### config.mk
export PLATFORM = sky130hd
export DESIGN_NAME = emif_cal_sequencer
export DESIGN_NICKNAME = d
export VERILOG_FILES = /design/src/rtl/emif_seq_pkg.sv /design/src/rtl/sync_2ff.sv /design/src/rtl/emif_cal_sequencer.sv
export SDC_FILE = /design/constraint.sdc
export NUM_CORES = 1
export LEC_CHECK = 0
export CAP_MARGIN = 20
export CELL_PAD_IN_SITES_DETAIL_PLACEMENT = 2
export CELL_PAD_IN_SITES_GLOBAL_PLACEMENT = 2
export CORE_MARGIN = 3
export CORE_UTILIZATION = 37
export DETAILED_ROUTE_END_ITERATION = 7
export PLACE_DENSITY = 0.78
export REMOVE_ABC_BUFFERS = 1
export SLEW_MARGIN = 0
export SYNTH_ARGS = -nofsm -noshare
export SYNTH_HDL_FRONTEND = slang
export SYNTH_SLANG_ARGS = --single-unit
### constraint.sdc
create_clock -name clk -period 2.98 [get_ports clk]
set_clock_uncertainty 0.15 [all_clocks]
set_input_delay 0.447 -clock clk [delete_from_list [all_inputs] [get_ports clk]]
set_output_delay 0.447 -clock clk [all_outputs]
set_load 0.01 [all_outputs]
### src/rtl/emif_seq_pkg.sv
// rtl/emif_seq_pkg.sv - shared state encoding, defaults and sizing helpers for the EMIF calibration sequencer
package emif_seq_pkg;

    typedef enum logic [2:0] {
        ST_IDLE     = 3'd0,
        ST_SETTLE   = 3'd1,
        ST_RST_EMIF = 3'd2,
        ST_CAL_WAIT = 3'd3,
        ST_RUN      = 3'd4,
        ST_ERROR    = 3'd5
    } state_t;

    localparam int DEF_SETTLE_CYCLES = 1024;
    localparam int DEF_RESET_PULSE   = 64;
    localparam int DEF_CAL_TIMEOUT   = 1048576;
    localparam int DEF_MAX_RETRIES   = 3;

    function automatic int max3(input int a, input int b, input int c);
        int m;
        m = (a > b) ? a : b;
        return (m > c) ? m : c;
    endfunction

    // The counters only ever need to reach (limit - 1), so $clog2(limit) bits suffice.
    function automatic int cnt_width(input int max_count);
        return (max_count > 1) ? $clog2(max_count) : 1;
    endfunction

endpackage

### src/rtl/sync_2ff.sv
// rtl/sync_2ff.sv - two-flop synchronizer for one asynchronous level input
module sync_2ff (
    input  logic clk,
    input  logic reset_n,
    input  logic d,
    output logic q
);
    logic meta;

    always_ff @(posedge clk or negedge reset_n) begin
        if (!reset_n) begin
            meta <= 1'b0;
            q    <= 1'b0;
        end else begin
            meta <= d;
            q    <= meta;
        end
    end

endmodule

### src/rtl/emif_cal_sequencer.sv
// rtl/emif_cal_sequencer.sv - EMIF power-up, calibration retry and recalibration sequencer
module emif_cal_sequencer
    import emif_seq_pkg::*;
#(
    parameter int SETTLE_CYCLES = DEF_SETTLE_CYCLES,
    parameter int RESET_PULSE   = DEF_RESET_PULSE,
    parameter int CAL_TIMEOUT   = DEF_CAL_TIMEOUT,
    parameter int MAX_RETRIES   = DEF_MAX_RETRIES
) (
    input  logic       clk,
    input  logic       reset_n,
    input  logic       pll_locked,
    input  logic       cal_success,
    input  logic       cal_fail,
    input  logic       restart_req,
    output logic       emif_reset_n,
    output logic       user_reset_n,
    output logic       cal_done,
    output logic       cal_error,
    output logic [2:0] state,
    output logic [1:0] retry_cnt
);
    localparam int CNT_W = cnt_width(max3(SETTLE_CYCLES, RESET_PULSE, CAL_TIMEOUT));
    localparam logic [CNT_W-1:0] SETTLE_LAST  = CNT_W'(SETTLE_CYCLES - 1);
    localparam logic [CNT_W-1:0] PULSE_LAST   = CNT_W'(RESET_PULSE - 1);
    localparam logic [CNT_W-1:0] TIMEOUT_LAST = CNT_W'(CAL_TIMEOUT - 1);

    logic locked_s;
    logic success_s;
    logic fail_s;

    sync_2ff u_sync_lock    (.clk(clk), .reset_n(reset_n), .d(pll_locked),  .q(locked_s));
    sync_2ff u_sync_success (.clk(clk), .reset_n(reset_n), .d(cal_success), .q(success_s));
    sync_2ff u_sync_fail    (.clk(clk), .reset_n(reset_n), .d(cal_fail),    .q(fail_s));

    state_t           cur_state;
    state_t           nxt_state;
    logic [CNT_W-1:0] cnt;
    logic [1:0]       retry_nxt;
    logic             attempt_failed;

    always_comb begin
        nxt_state      = cur_state;
        retry_nxt      = retry_cnt;
        attempt_failed = 1'b0;
        case (cur_state)
            ST_IDLE: begin
                if (locked_s) nxt_state = ST_SETTLE;
            end
            ST_SETTLE: begin
                if (!locked_s)                nxt_state = ST_IDLE;
                else if (cnt == SETTLE_LAST) nxt_state = ST_RST_EMIF;
            end
            ST_RST_EMIF: begin
                if (cnt == PULSE_LAST) nxt_state = ST_CAL_WAIT;
            end
            ST_CAL_WAIT: begin
                // A failure report outranks a simultaneous success report.
                if (fail_s)                     attempt_failed = 1'b1;
                else if (success_s)             nxt_state      = ST_RUN;
                else if (cnt == TIMEOUT_LAST)   attempt_failed = 1'b1;
                if (attempt_failed) begin
                    retry_nxt = (retry_cnt == 2'd3) ? 2'd3 : retry_cnt + 2'd1;
                    nxt_state = (int'(retry_cnt) < MAX_RETRIES) ? ST_RST_EMIF : ST_ERROR;
                end
            end
            ST_RUN: begin
                if (!locked_s || !success_s) begin
                    nxt_state = ST_IDLE;
                end else if (restart_req) begin
                    nxt_state = ST_RST_EMIF;
                    retry_nxt = 2'd0;
                end
            end
            ST_ERROR: begin
                if (restart_req) begin
                    nxt_state = ST_RST_EMIF;
                    retry_nxt = 2'd0;
                end
            end
            default: nxt_state = ST_IDLE;
        endcase
        if (nxt_state == ST_IDLE) retry_nxt = 2'd0;
    end

    // Outputs are decoded from the next state so they move on the same edge as the state.
    always_ff @(posedge clk or negedge reset_n) begin
        if (!reset_n) begin
            cur_state    <= ST_IDLE;
            retry_cnt    <= 2'd0;
            emif_reset_n <= 1'b0;
            user_reset_n <= 1'b0;
            cal_done     <= 1'b0;
            cal_error    <= 1'b0;
        end else begin
            cur_state    <= nxt_state;
            retry_cnt    <= retry_nxt;
            emif_reset_n <= (nxt_state == ST_CAL_WAIT) || (nxt_state == ST_RUN);
            user_reset_n <= (nxt_state == ST_RUN);
            cal_done     <= (nxt_state == ST_RUN);
            cal_error    <= (nxt_state == ST_ERROR);
        end
    end

    // Cleared on every state change, so it never needs to wrap.
    always_ff @(posedge clk or negedge reset_n) begin
        if (!reset_n) begin
            cnt <= '0;
        end else if (nxt_state != cur_state) begin
            cnt <= '0;
        end else if (cur_state == ST_SETTLE || cur_state == ST_RST_EMIF ||
                     cur_state == ST_CAL_WAIT) begin
            cnt <= cnt + CNT_W'(1);
        end
    end

    assign state = cur_state;

endmodule
======== Word level (Yosys, flattened, before mapping) ========
Cells that the tools add are included.
storage, ports and cells
  flip-flop bits (word level) ............. 34
  latch bits .............................. 0
  memory bits (writable) .................. 0
  bits in read-only memories .............. 0
  logic and storage cells ................. 64
  memories kept ........................... 0
cells by class
  add/subtract/negate cells ............... 2
  multipliers ............................. 0
  divide/modulo/power cells ............... 0
  $lt $le $gt $ge ......................... 1
  eq/ne operators ......................... 15
  shifts and indexed selects .............. 0
  mux-type cells .......................... 23
  bitwise operators ....................... 0
  reductions and logical operators ........ 11
operators by type and width
  cell                                                    number
  2-to-1 mux 20 bit                                       2
  2-to-1 mux 3 bit                                        10
  adder 20 x 1 -> 20 bit (second input constant)          1
  equality test 20 x 10 -> 1 bit (second input constant)  1
  equality test 20 bit (second input constant)            1
  equality test 20 x 6 -> 1 bit (second input constant)   1
  case mux 3 bit (6 select lines)                         1
  equality test 3 bit (second input constant)             4
  2-to-1 mux 2 bit                                        5
  equality test 3 x 2 -> 1 bit (second input constant)    3
  logical NOT 3 bit                                       2
  != test 3 bit (second input constant)                   2
  case mux 2 bit (3 select lines)                         1
  logical OR 1 bit                                        4
  2-to-1 mux 1 bit                                        4
  nonzero test 4 bit                                      1
  equality test 3 x 1 -> 1 bit (second input constant)    1
  != test 3 bit                                           1
  AND reduction 3 bit                                     1
  adder 2 x 1 -> 2 bit (second input constant)            1
  equality test 2 bit (second input constant)             1
  logical NOT 1 bit                                       2
  less-than comparator 2 bit (second input constant)      1
  nonzero test 2 bit                                      1

======== Depth between registers and ports, before layout ========
Gate-level depths: netlist of run 1.
  depth after elaboration ................. 10
  mapped depth ............................ 8
  gate-level depth less buffers ........... 7

======== Hierarchy ========
Synthesis of run 1 repeated with hierarchy kept, for this count alone.
unflattened totals
  cells, all modules ...................... 191
  area, all modules ....................... 1864.3 µm²
modules (own cells, without submodules)
  module              times used  cells each  area an instance (µm²)  seq. area each (µm²)
  emif_cal_sequencer  1           185         1714.1                  700.7
  sync_2ff            3           2           50.0                    50.0

======== Worst setup path before layout of run 1 ========
OpenSTA, ideal clock, no wires.
  path type ............................... register to register
  start point ............................. register cnt[16]
  end point ............................... register cnt[16]
  library setup time ...................... 119 ps
  arrival ................................. 1817 ps
  required time ........................... 2711 ps
  setup slack ............................. 894 ps
  cell stages (with the launch flop) ...... 8
  path buffers ............................ 1
  clock period less this slack ............ 2086 ps
  path through ............................ dfrtp_1 nor4_2 nand2_1 nor4_4 o21ai_2 o31ai_4 buf_8 nor2_2
between the ends
  cells in the longest elaborated chain, start to end .. 9
  elaborated cells on any way between the ends .. 17
  those cells by class .................... add/sub: 1; eq/ne: 4; mux: 11; reduce/logical: 1
ends and longest elaborated chain
  item                                                     line                       source
  from (decl)                                              emif_cal_sequencer.sv:38   logic [CNT_W-1:0] cnt;
  from (signal assigned)                                   emif_cal_sequencer.sv:113  cnt <= cnt + CNT_W'(1);
  equality test 20 bit                                     emif_cal_sequencer.sv:61   else if (cnt == TIMEOUT_LAST) attempt_failed = 1'b1;
  2-to-1 mux 1 bit                                         emif_cal_sequencer.sv:61
  2-to-1 mux 1 bit                                         emif_cal_sequencer.sv:60   else if (success_s) nxt_state = ST_RUN;
  2-to-1 mux 1 bit                                         emif_cal_sequencer.sv:59   if (fail_s) attempt_failed = 1'b1;
  2-to-1 mux 1 bit                                         emif_cal_sequencer.sv:46   case (cur_state)
  2-to-1 mux 3 bit                                         emif_cal_sequencer.sv:62   if (attempt_failed) begin
  case mux 3 bit (6 select lines)                          emif_cal_sequencer.sv:46
  != test 3 bit                                            emif_cal_sequencer.sv:109  end else if (nxt_state != cur_state) begin
  2-to-1 mux 20 bit or nonzero test 2 bit (tied branches)  --
Parallel ways exist; a longest one is shown, timed or not. The select of a mux whose other input is x is not followed.
A chain may end at the register's enable or synchronous reset.

======== Final worst setup path of run 1 ========
  start point ............................. register cur_state[0] (netlist: state[0])
  end point ............................... register cnt[1]
between the ends
  cells in the longest elaborated chain, start to end .. 6
  elaborated cells on any way between the ends .. 21
  those cells by class .................... eq/ne: 6; mux: 11; reduce/logical: 4
ends and longest elaborated chain
  item                                                     line                       source
  from (decl)                                              emif_cal_sequencer.sv:36   state_t cur_state;
  from (signal assigned)                                   emif_cal_sequencer.sv:96   cur_state <= nxt_state;
  2-to-1 mux 3 bit                                         emif_cal_sequencer.sv:60
  2-to-1 mux 3 bit                                         emif_cal_sequencer.sv:59
  2-to-1 mux 3 bit                                         emif_cal_sequencer.sv:62
  case mux 3 bit (6 select lines)                          emif_cal_sequencer.sv:46
  != test 3 bit                                            emif_cal_sequencer.sv:109
  2-to-1 mux 20 bit or nonzero test 2 bit (tied branches)  --
Parallel ways exist; a longest one is shown, timed or not.

==> summary.txt, run 1 <==
Run status
  – Status: finished clean

Finish
  – Seq. cell area: ~850 sq um
  – Area occupied by multi-input gates: 892 sq um
  – Final instance area: 2100 sq um
  – Layout area overhead: 16.9%
  – Antenna cells: 0
  – Share of layout cells above drive strength 1: 0.165
  – Nets: 200
  – Filler cell count: between 400 and 500

Timing
  – Slew @ Worst Pin: around 530 ps
  – TNS Setup: 0 ps
  – Slew HR: 0.645
  – Max Fclk: 431 MHz
  – RSZ-0062 raised after global routing: no
  – Final worst-path cycle share: 0.779
  – Hold Fails Final Rpt: 0
  – Fin crit period: ~2300 ps
  – Max-slew violations: 0
  – Final setup fails: 0

Job
  – Max Cap Viol: 0

Logic synthesis
  – Share of the yosys chip area belonging to registers: 0.475
  – Post-synth top area share: 0.475
  – Post-synth top area cell: dfrtp_1
  – Post-synthesis register bit count: 34
  – EDFF count, synth: 0
  – Synth cell types: 47
  – Syn Inst Count: 172
  – Most frequent cell after synthesis: dfrtp_1
  – Post-synth top cells: dfrtp_1 (34), xor2_1 (16), nor2_1 (15)
  – Yosys warns: 0
  – Top cells by area, synth: dfrtp_1 (47%), xor2_1 (7.8%), nor2_2 (3.5%)
  – Mapped Avg Cell Area: 10.4 sq um
  – Post-Syn Area: between 1500 and 2000 sq um
  – Asr flop ratio synth: 1.00
  – Main synth FF type: dfrtp_1

Critical path
  – Crit path cell chain: buf_4, a31oi_1, o32ai_1, o21ai_0, nor3_1, o31ai_4, buf_8, nor2_1
  – Critical path class: flip-flop to flip-flop
  – Critical path's largest stage delay: between 400 and 500 ps
  – CP required: ~3000 ps
  – Startpoint types: flip-flop
  – CP arrival: roughly 2400 ps
  – Critical Path Fanout Max: 17
  – CP max-delay cell: dfrtp_1
  – Setup crit end kind: flip-flop

Drt
  – Via count: 1348
  – Final wirelength: roughly 4500 microns
  – Vias per inst: around 5.5
  – Initial DRC count: 100
  – Routed Antenna Nets: 0
  – Pre-Repair DR Iteration Count: 4
  – DRC violations left: 0
  – Wire per inst: between 15 and 20 microns

Clock tree
  – Worst-Skew Late Latency: 290 ps
  – TritonCTS Buffers: 5
  – Post-CTS Resized: 0
  – Worst-path clk slew: roughly 70 ps
  – Num Clock Sinks: 34
  – Setup bufs post-CTS: 0
  – H-tree depth: 2
  – Hold buffer count at cts: 0
  – Clock Root Buffer: clkbuf_8
  – TritonCTS clock tree: yes
  – Deepest clock path buffer count: 2

Floorplan
  – Die Y: roughly 76 microns
  – CORE AREA: between 4000 and 5000 sq um
  – Starting Density: 0.398
  – Io pins: 15
  – Die width: 75.6 microns
  – Rows: 24
  – Die area: ~5700 sq um

Power and ir drop
  – Power Dens Cells: approximately 470 nW/um^2
  – VDD IR-drop max: 0.316 mV
  – Pleak: 0.000898 uW

Global routing
  – All-Layer GR Usage: 0.182
  – Vias in the first global route: about 1400
  – Initial antenna violation count: 0
  – Global-route wire length before repair: about 7600 microns
  – Grt ovf: 0
  – Pin count of the biggest net entering global routing: 35

Placed design
  – HPWL after DPL: roughly 3300 microns
  – Placed cell area: about 2000 sq um
  – Port Buf Inserts: 14
  – Final GP Congestion: slightly below 0.8

Hold path
  – Path type of the worst min-delay path: flip-flop to flip-flop
==> registers in the layout (all words and copies together), names as in the netlist <==
| name | cells |
|---|---|
| cnt | 20 |
| state | 3 |
| retry_cnt | 2 |
| cal_done | 1 |
| cal_error | 1 |
| emif_reset_n | 1 |
| u_sync_fail.meta | 1 |
| u_sync_fail.q | 1 |
| u_sync_lock.meta | 1 |
| u_sync_lock.q | 1 |
| u_sync_success.meta | 1 |
| u_sync_success.q | 1 |
==> final timing paths <==
kind,from,endpoint,slack [ps],cells past startpoint
worst max register to register,state[0],cnt[1],660,8
min in group asynchronous,reset_n,retry_cnt[0],420,2
worst min register to register,u_sync_success.meta,u_sync_success.q,200,0
max in group asynchronous,reset_n,u_sync_fail.q,1950,2
worst min-delay path,u_sync_success.meta,u_sync_success.q,200,0
worst max-delay path,state[0],cnt[1],660,8
==> critical path, delay by kind of cell (launching register included) <==
| family | cells | cell delay, ps |
|---|---|---|
| AND/OR/NAND/NOR | 2 | 480 |
| AO/OA/AOI/OAI | 4 | 700 |
| buffers and inverters | 2 | 400 |
| flip-flops | 1 | 490 |
==> power breakdown <==
part	leakage (uW)	switching [uW]	internal [uW]	total [uW]
sequential	0.000457	23.5	482	506
combinational	0.000393	76.8	52.3	129
clock	0.0000482	161	186	347
total	0.000898	261	721	982
==> placed cells by master (no fill, tap or decap), types with 4 or more instances in the layout <==
cell type	Yosys	routed
and3_1	4	4
clkbuf_8	0	6
clkdlybuf4s50_1	0	14
dfrtp_1	34	34
inv_1	5	5
nand2_1	13	13
nand2b_1	5	5
nand3_1	7	7
nand4_1	6	6
nor2_1	15	15
nor2_2	10	10
nor3_1	5	5
nor4_1	4	4
xor2_1	16	16
==> metal layers <==
layer,routed length [microns],share of wire,GRT usage
met1,2080,0.46,0.247
met2,2270,0.50,0.289
met3,129,0.028,0.0462
met4,54,0.012,0.0485
met5,0,0,0
==> logic make-up (layout without fill, tap and decap cells) <==
family / Yosys count / after routing / share of synthesized area
simple gates: 89 / 89 / 0.302
flops: 34 / 34 / 0.475
xor+xnor: 19 / 19 / 0.0928
compound gates: 17 / 17 / 0.0775
buf+inv: 9 / 31 / 0.0279
mux: 3 / 3 / 0.0181
fa+ha+maj: 1 / 1 / 0.00698
==> through the flow <==
stage	hold slack, ps	std cells	total power (uW)	worst slack, ps	util
2_1_floorplan	1.41	168	580	732	-
3_5_place_dp	193	237	639	246	0.442
3_3_place_gp	184	237	627	401	0.442
6_report	196	246	982	658	0.465
5_1_grt	213	246	1040	434	0.465
4_1_cts	201	245	994	231	0.462
==> final cells by class <==
class,instances,share of cell area
multi-input cells,129,0.426
repair buffers,18,0.0848
flip-flops and latches,34,0.406
inverters,5,0.00896
clock inverters,1,0.00239
clock buffers,7,0.0412
well taps,52,0.0310
Power figures use the tool's default switching activity.
==> run 2, diff against run 1 <==
--- a/config.mk
+++ b/config.mk
@@ -9,9 +9,9 @@
 export CELL_PAD_IN_SITES_DETAIL_PLACEMENT = 2
 export CELL_PAD_IN_SITES_GLOBAL_PLACEMENT = 2
 export CORE_MARGIN = 3
-export CORE_UTILIZATION = 37
+export CORE_UTILIZATION = 34
 export DETAILED_ROUTE_END_ITERATION = 7
-export PLACE_DENSITY = 0.78
+export PLACE_DENSITY = 0.75
 export REMOVE_ABC_BUFFERS = 1
 export SLEW_MARGIN = 0
 export SYNTH_ARGS = -nofsm -noshare
==> constraint.sdc (replaced) <==
create_clock -name clk -period 1.99 [get_ports clk]
set_clock_uncertainty 0.15 [all_clocks]
set_input_delay 0.2985 -clock clk [delete_from_list [all_inputs] [get_ports clk]]
set_output_delay 0.2985 -clock clk [all_outputs]
set_load 0.01 [all_outputs]
==> run 2 against run 1 <==
First-iteration DRC count is 12% lower. Critical path depth is 2 lower. Combinational power grew to 2.6 times the previous value. Global-route usage increased by 9.1 points. Hold slack better by 12 ps. Register-to-register slack worse by 1100 ps. The flow now finishes with violations (setup timing).
==> summary.txt, run 2 (synthesis results as in run 1) <==
Timing
  – Final setup fails: 27
  – Slew HR: 0.567
  – Max-slew violations: 0
  – Final hold slack: ~210 ps
  – Hold Fails Final Rpt: 0
  – Max Fclk: 413 MHz
  – Final worst-path cycle share: 1.22
  – RSZ-0062 raised after global routing: yes
  – Slew @ Worst Pin: approximately 640 ps
  – Final worst slack: -430 ps
  – TNS Setup: -8870 ps
  – Fin crit period: 2420 ps

Run status
  – Status: complete, but fails checks
  – Failing checks: setup timing

Clock tree
  – Deepest clock path buffer count: 2
  – Worst-path clk slew: around 80 ps
  – Clock Root Buffer: clkbuf_8
  – Hold buffer count at cts: 0
  – TritonCTS clock tree: yes
  – Num Clock Sinks: 34
  – Worst-Skew Late Latency: about 300 ps
  – TritonCTS Buffers: 5
  – H-tree depth: 2

Placed design
  – Placed cells: slightly below 300
  – Port Buf Inserts: 14
  – HPWL after DPL: 4440 microns
  – Placed cell area: 2330 sq um
  – Worst slack, placed: -252 ps
  – Final GP Congestion: about 0.8

Critical path
  – CP max-delay cell: dfrtp_2
  – Crit path cell chain: nor4_4, nand2_2, nor4_4, o21ai_2, nor3b_4, mux2_4
  – Crit-path most repeated cell: nor4_4
  – Cell family with most CP delay: simple AND/OR/NAND/NOR gates
  – Reg2reg end: emif_reset_n
  – Startpoint types: flip-flop
  – Critical path class: flip-flop to flip-flop
  – Critical Path Fanout Max: 4
  – Worst r2r path cells: 6
  – R2R Setup Slk: -430 ps
  – CP required: ~2000 ps
  – Setup crit end kind: flip-flop
  – Start of the worst register-to-register path: cnt[16]
  – Critical path's largest stage delay: ~450 ps
  – Buf/Inv on CP: 0
  – CP arrival: between 2000 and 2500 ps

Drt
  – Initial DRC count: ~90
  – Final wirelength: roughly 8300 microns
  – DRC violations left: 0
  – Routed Antenna Nets: 0
  – Vias per inst: roughly 5.5
  – Wire per inst: 26.6 microns
  – Pre-Repair DR Iteration Count: 4
  – Via count: between 1500 and 2000

Finish
  – Final instance area: ~2700 sq um
  – Max reg flops: 20
  – Layout area overhead: 50.6%
  – Nets: between 200 and 300
  – Largest register by flop count: cnt
  – Non-filler cells, final: approximately 310
  – Share of layout cells above drive strength 1: 0.467
  – Most common cell after layout, fill and taps aside: buf_4
  – Antenna cells: 0
  – Commonest cells after routing, fill and taps aside: buf_4 (53), dfrtp_1 (27), xor2_1 (16)

Power and ir drop
  – Power share of the combinational group: 0.192
  – Flop pwr share: 0.428
  – P_int: around 1300 uW
  – Power Dens Cells: 654 nW/um^2
  – Pleak: 0.00122 uW
  – VDD IR-drop max: 0.664 mV
  – Sw Share: 0.290
  – Share of total power in the clock network: 0.380
  – Psw: slightly above 500 uW

Floorplan
  – Starting Density: 0.365
  – Die Y: 78.6 microns
  – Io pins: 15
  – Die width: 78.6 microns
  – CORE AREA: slightly below 5000 sq um
  – Rows: 25
  – Die area: 6180 sq um

Hold path
  – HP Start: u_sync_success.meta
  – Hold endpoint: u_sync_success.q
  – Path type of the worst min-delay path: flip-flop to flip-flop
  – Worst hold stages: 0

Global routing
  – Initial antenna violation count: 0
  – All-Layer GR Usage: 0.273
  – Pin count of the biggest net entering global routing: 35
  – Global-route wire length before repair: 12200 microns
  – Vias in the first global route: roughly 2000
  – Grt ovf: 0

Job
  – Max Cap Viol: 0
==> run 2: power by group through the flow <==
stage / Combinational (uW) / Sequential (uW) / Clock (uW)
4_1_cts: 320 / 752 / 678
6_report: 338 / 757 / 671
5_1_grt: 366 / 760 / 706
2_1_floorplan: 106 / 763 / 0
3_5_place_dp: 273 / 759 / 0
3_3_place_gp: 251 / 754 / 0
==> run 2: timing repair <==
action | 4_1_cts | 5_1_grt
endpoints found under the setup margin | 27 | 28
setup buffers | 9 | 7
pin swaps | 12 | 17
resized for setup | 25 | 18
gates cloned | 0 | 0
hold endpoints to repair | 0 | 0
==> run 2: layer usage <==
metal | global-route usage | up-vias | part of all wire
met3 | 0.0528 | 31 | 0.031
met2 | 0.518 | 65 | 0.54
met4 | 0.0997 | 0 | 0.045
met1 | 0.296 | 895 | 0.39
met5 | 0 | - | 0
li1 | - | 745 | -
==> run 2: how the worst max path moves through the flow <==
stage	cells past startpoint	slack, ps	to	startpoint
after floorplan	6	-260	cnt[0]	cnt[16]
after global placement	7	-160	cnt[16]	restart_req
after detailed placement	6	-250	emif_reset_n	cnt[16]
after CTS	6	-210	emif_reset_n	cnt[10]
after global routing	6	-500	emif_reset_n	cnt[18]
final	6	-430	emif_reset_n	cnt[16]
==> run 2: final cells by class <==
class | instances | area (sq um)
repair buffers | 70 | 581
multi-input cells | 129 | 1040
fillers | 503 | 2210
flip-flops and latches | 34 | 860
inverters | 5 | 18.8
clock inverters | 3 | 45.0
well taps | 67 | 83.8
clock buffers | 5 | 68.8
==> run 2: worst reg2reg max path: stages, from the launching register on <==
cell	delay [ps]
dfrtp_2	450
nor4_4	330
nand2_2	170
nor4_4	380
o21ai_2	160
nor3b_4	330
mux2_4	340
==> run 2: per-stage QoR <==
stage,total power [uW],util
floorplan,869,-
global placement,1010,0.474
detailed placement,1030,0.474
CTS,1750,0.535
global route,1830,0.550
finish,1770,0.550
==> run 3, diff against run 2 <==
--- a/config.mk
+++ b/config.mk
@@ -5,7 +5,6 @@
 export SDC_FILE = /design/constraint.sdc
 export NUM_CORES = 1
 export LEC_CHECK = 0
-export CAP_MARGIN = 20
 export CELL_PAD_IN_SITES_DETAIL_PLACEMENT = 2
 export CELL_PAD_IN_SITES_GLOBAL_PLACEMENT = 2
 export CORE_MARGIN = 3
==> results of run 3 <==
Final layout, timing and power as in run 2 (identical DEF).
